File: config.mk
export PLATFORM = sky130hd
export DESIGN_NAME = oam_dma_controller
export DESIGN_NICKNAME = d
export VERILOG_FILES = /design/src/rtl/oam_dma_controller.sv
export SDC_FILE = /design/constraint.sdc
export NUM_CORES = 1
export LEC_CHECK = 0
export CORE_MARGIN = 1.5
export CORE_UTILIZATION = 50
export CTS_BUF_LIST = sky130_fd_sc_hd__clkbuf_4 sky130_fd_sc_hd__clkbuf_8
export CTS_CLUSTER_DIAMETER = 60
export DETAILED_ROUTE_END_ITERATION = 7
export PLACE_DENSITY = 0.95
export SLEW_MARGIN = 5
export SYNTH_ARGS = -nofsm -noshare
export SYNTH_HDL_FRONTEND = slang
export SYNTH_SLANG_ARGS = --single-unit
File: constraint.sdc
create_clock -name clk -period 3.9 [get_ports clk]
set_clock_uncertainty 0.2 [all_clocks]
set_input_delay 0.585 -clock clk [delete_from_list [all_inputs] [get_ports clk]]
set_output_delay 0.585 -clock clk [all_outputs]
set_load 0.01 [all_outputs]
File: src/rtl/oam_dma_controller.sv
// Sprite DMA sequencer: a write to DMA_REG_ADDR halts the CPU and copies one 256-byte page into OAMDATA.
// Every state and output advances only on cpu_ce; each byte takes one READ then one WRITE CPU cycle.
module oam_dma_controller #(
  parameter logic [15:0] DMA_REG_ADDR = 16'h4014,
  parameter logic [2:0]  OAMDATA_SEL  = 3'h4,
  parameter bit          ALIGN_EN     = 1'b1
) (
  input  logic        clk,
  input  logic        rst_n,
  input  logic        cpu_ce,
  input  logic [15:0] cpu_addr,
  input  logic        cpu_wr,
  input  logic [7:0]  cpu_data,
  input  logic [7:0]  mem_data_in,
  output logic        cpu_rdy,
  output logic        dma_active,
  output logic [15:0] mem_addr,
  output logic        mem_rd,
  output logic        ppu_cs_n,
  output logic [2:0]  ppu_address,
  output logic        ppu_rw,
  output logic [7:0]  ppu_data_out
);

  typedef enum logic [2:0] {
    IDLE  = 3'd0,
    HALT  = 3'd1,
    ALIGN = 3'd2,
    READ  = 3'd3,
    WRITE = 3'd4
  } state_t;

  state_t      state_q;
  logic [7:0]  page_q;
  logic [7:0]  idx_q;
  logic [7:0]  idx_d;
  logic        parity_q;
  logic        cpu_rdy_q;
  logic        dma_active_q;
  logic [15:0] mem_addr_q;
  logic        mem_rd_q;
  logic        ppu_cs_n_q;
  logic [2:0]  ppu_address_q;
  logic        ppu_rw_q;
  logic [7:0]  ppu_data_out_q;

  // 8-bit increment keeps the source inside the selected page.
  assign idx_d = idx_q + 8'd1;

  always_ff @(posedge clk or negedge rst_n) begin
    if (!rst_n) begin
      state_q        <= IDLE;
      page_q         <= 8'h00;
      idx_q          <= 8'h00;
      parity_q       <= 1'b0;
      cpu_rdy_q      <= 1'b1;
      dma_active_q   <= 1'b0;
      mem_addr_q     <= 16'h0000;
      mem_rd_q       <= 1'b0;
      ppu_cs_n_q     <= 1'b1;
      ppu_address_q  <= 3'h0;
      ppu_rw_q       <= 1'b0;
      ppu_data_out_q <= 8'h00;
    end else if (cpu_ce) begin
      parity_q <= ~parity_q;
      case (state_q)
        IDLE: begin
          if (cpu_wr && (cpu_addr == DMA_REG_ADDR)) begin
            page_q       <= cpu_data;
            idx_q        <= 8'h00;
            state_q      <= HALT;
            cpu_rdy_q    <= 1'b0;
            dma_active_q <= 1'b1;
          end
        end
        HALT: begin
          if (ALIGN_EN && parity_q) begin
            state_q <= ALIGN;
          end else begin
            state_q    <= READ;
            mem_addr_q <= {page_q, idx_q};
            mem_rd_q   <= 1'b1;
            ppu_cs_n_q <= 1'b1;
          end
        end
        ALIGN: begin
          state_q    <= READ;
          mem_addr_q <= {page_q, idx_q};
          mem_rd_q   <= 1'b1;
          ppu_cs_n_q <= 1'b1;
        end
        READ: begin
          state_q        <= WRITE;
          ppu_data_out_q <= mem_data_in;
          mem_rd_q       <= 1'b0;
          ppu_cs_n_q     <= 1'b0;
          ppu_address_q  <= OAMDATA_SEL;
          ppu_rw_q       <= 1'b1;
        end
        WRITE: begin
          if (idx_q == 8'hFF) begin
            state_q       <= IDLE;
            cpu_rdy_q     <= 1'b1;
            dma_active_q  <= 1'b0;
            ppu_cs_n_q    <= 1'b1;
            ppu_rw_q      <= 1'b0;
            ppu_address_q <= 3'h0;
          end else begin
            state_q    <= READ;
            idx_q      <= idx_d;
            mem_addr_q <= {page_q, idx_d};
            mem_rd_q   <= 1'b1;
            ppu_cs_n_q <= 1'b1;
          end
        end
        default: state_q <= IDLE;
      endcase
    end
  end

  assign cpu_rdy      = cpu_rdy_q;
  assign dma_active   = dma_active_q;
  assign mem_addr     = mem_addr_q;
  assign mem_rd       = mem_rd_q;
  assign ppu_cs_n     = ppu_cs_n_q;
  assign ppu_address  = ppu_address_q;
  assign ppu_rw       = ppu_rw_q;
  assign ppu_data_out = ppu_data_out_q;

endmodule
==> impl_metrics.tcl <==
set metrics [dict create \
    status "finished, final reports clean" \
    grt_pass1_wl_mm 7.748 \
    drc 0 \
    slowest_delay_ns 0.80 \
    dr.pass1.iters 4 \
    synth_top_area_share_pct 51.17 \
    power_frac_comb_pct 34.4 \
    avgSynthCellArea_sq_um 11.38 \
    layout_common_cells "clkdlybuf4s50_1 (64), dfrtp_1 (47), mux2_2 (24)" \
    coreArea_sq_um 4384 \
    switching_power_mw 0.4805 \
    htreeDepth 2 \
    cp_data_required_time_ns 3.89 \
    clkSinkCount 49 \
    gp_congestion 0.8799 \
    final.period_utilization_pct 70.89 \
    hold_violations 0 \
    cp_num_buf_inv 1 \
    viasPerCell 5.421 \
    top_layer_used "met4" \
    yosysSeqAreaShare_pct 53.46 \
    drt-initial-drc-count 72 \
    cts_buffers 5 \
    port_buffers 65 \
    place_inst 310 \
    wl_per_cell_um 14.52 \
    synth_top_flop_cell "dfrtp_1" \
    grt_use_total_pct 19.35 \
    final_util_pct 69.35 \
    max_freq_mhz 361.7 \
    die_area_sq_um 5013 \
    worst_pin_slew_ns 1.059 \
    synthCells 202 \
    max_cap_viol_count 0 \
    routed_wl_mm 4.618 \
    final_common_cell "clkdlybuf4s50_1" \
    clk_path_buf_depth 2 \
    synthArstFlopShare_pct 100.0 \
    num_rows 24 \
    n_antenna_cell 0 \
    tns_ns 0 \
    ys_ff_latch 49 \
    hpwl_mm 3.371 \
    hold_buffers 0 \
    ys_types 43 \
    ys_top_cells_by_area "dfrtp_1 (51%), mux2_2 (12%), o21ai_0 (3.5%)" \
    pre_cts_ws_ns 0.8555 \
    path_cells "clkdlybuf4s50_1, or3b_4, nor3_1, a21bo_2, nand2_2, mux2_4" \
    drv_slew 0 \
    arrival_ns 2.75 \
    dr_wl_met3_um 292 \
    critical_path_class "primary input to flip-flop" \
    nets 303 \
    setup_viol 0 \
    worst_slack_ns 1.135 \
    slew_headroom_pct 29.37 \
    finalPower_mw 1.504 \
    layout_min_cycle_time_ns 2.765 \
    syn2layout_area_growth_pct 32.28 \
    grt_pass1_vias 1696 \
    clk_latency_ns 0.30 \
    clock-root-buffer "clkbuf_8" \
    regArea_sq_um 1229 \
    antenna_found_initial 0 \
    ys_warn_count 0 \
    multiInputGateArea_sq_um 968.4 \
    syn_area_sq_um 2298 \
    cp_slowest_cell "clkdlybuf4s50_1" \
    wl_met2_mm 2.345 \
    cts_tree "built" \
    final.fill_count 337 \
    crit_path_end_kind "flip-flop" \
    antenna_left 0 \
    layout.cells.non_filler 318 \
    p_per_area_nw_per_um2 494.7 \
    vias 1724 \
    initial_utilization_pct 52.43 \
    hp-class "primary input to asynchronous set/reset pin" \
    ir_worst_vdd_mv 0.3128 \
    p_int_mw 1.024 \
    power_frac_seq_pct 45.8 \
    grt-ovfl-total 0 \
    grt_max_degree 50 \
    dieWidth_um 70.80 \
    cp-start-kind "primary input" \
    post_cts_resized 0 \
    clk_pin_slew_ns 0.09 \
    pin_count 68 \
    post_cts_buffers 0 \
    power.share.clock_pct 19.7 \
    critPathTopFamily "buffers and inverters" \
    synth_edf_count 0 \
    die_h_um 70.80 \
    swShare_pct 31.94 \
    rsz0062_at_grt "false" \
    cp_max_fo 16 \
    p_leak_nw 1.342 \
    drive_above_1_share_pct 18.80 \
    wl_met1_mm 1.923 \
    synth_top_cell_by_area "dfrtp_1" \
]
-- flip-flops by register name, indices dropped and copies added, names as in the netlist --
name and cells:
cpu_rdy 1, mem_rd 1, state_q 3, page_q 8
ppu_data_out 8, parity_q 1, mem_addr 16, ppu_cs_n 1
ppu_address 1, dma_active 1, idx_q 8
-- layout make-up --
class / instances / area share, %
sequential: 49 / 40.41
clock buffer: 6 / 2.510
timing repair buffer: 66 / 21.48
multi-input combinational: 134 / 31.85
tap: 52 / 2.140
clock inverter: 2 / 0.4938
inverter: 9 / 1.111
-- synthesized netlist by cell type, types with 3 or more instances --
| library cell | instances |
|---|---|
| nor2_1 | 5 |
| o21a_1 | 5 |
| xor2_1 | 4 |
| nand2b_1 | 4 |
| nand2_1 | 19 |
| buf_2 | 3 |
| dfrtp_1 | 47 |
| nand4_1 | 3 |
| nand3_1 | 3 |
| xnor2_1 | 3 |
| o21ai_0 | 16 |
| inv_1 | 9 |
| and3_1 | 4 |
| buf_4 | 5 |
| a31oi_1 | 7 |
| mux2_2 | 24 |
| a21oi_1 | 8 |
-- final timing paths --
check                           start           to  slack, ns  cells past startpoint
min in group clk              cpu_rdy      cpu_rdy       0.27                      2
max in group asynchronous       rst_n  mem_addr[3]       2.58                      1
hold / removal                  rst_n    page_q[0]       0.27                      1
setup / recovery               cpu_ce     idx_q[0]       1.14                      6
setup reg to reg           state_q[2]  mem_addr[2]       1.45                      6
hold reg to reg               cpu_rdy      cpu_rdy       0.27                      2
-- through the flow --
step | hold WS, ns | area (sq um)
after detailed placement | 0.2533 | 2949
after global routing | 0.2918 | 3040
after global placement | 0.2539 | 2949
after floorplan | 0.08941 | 2302
final | 0.2663 | 3040
after CTS | 0.2682 | 3040
-- per-layer routing --
metal	global-route usage (%)	up-vias
met2	33.44	56
met3	5.840	7
met1	23.96	828
li1	-	833
met5	0	-
met4	4.612	0
-- power by group through the flow --
stage | clock network [mW] | registers [mW] | logic [mW]
after floorplan | 0 | 0.706 | 0.274
after global placement | 0 | 0.691 | 0.504
after detailed placement | 0 | 0.697 | 0.521
after CTS | 0.306 | 0.688 | 0.523
after global routing | 0.327 | 0.704 | 0.559
final | 0.297 | 0.689 | 0.518
-- kinds of logic after synthesis --
group,after synthesis,synth area share (%)
simple gates,54,13.55
other cells,1,0.1632
compound gates,43,11.43
flops,49,53.46
buf+inv,20,4.573
mux,26,13.06
xor+xnor,7,2.667
fa+ha+maj,2,1.089
No activity file was read; power rests on OpenSTA's default activity.
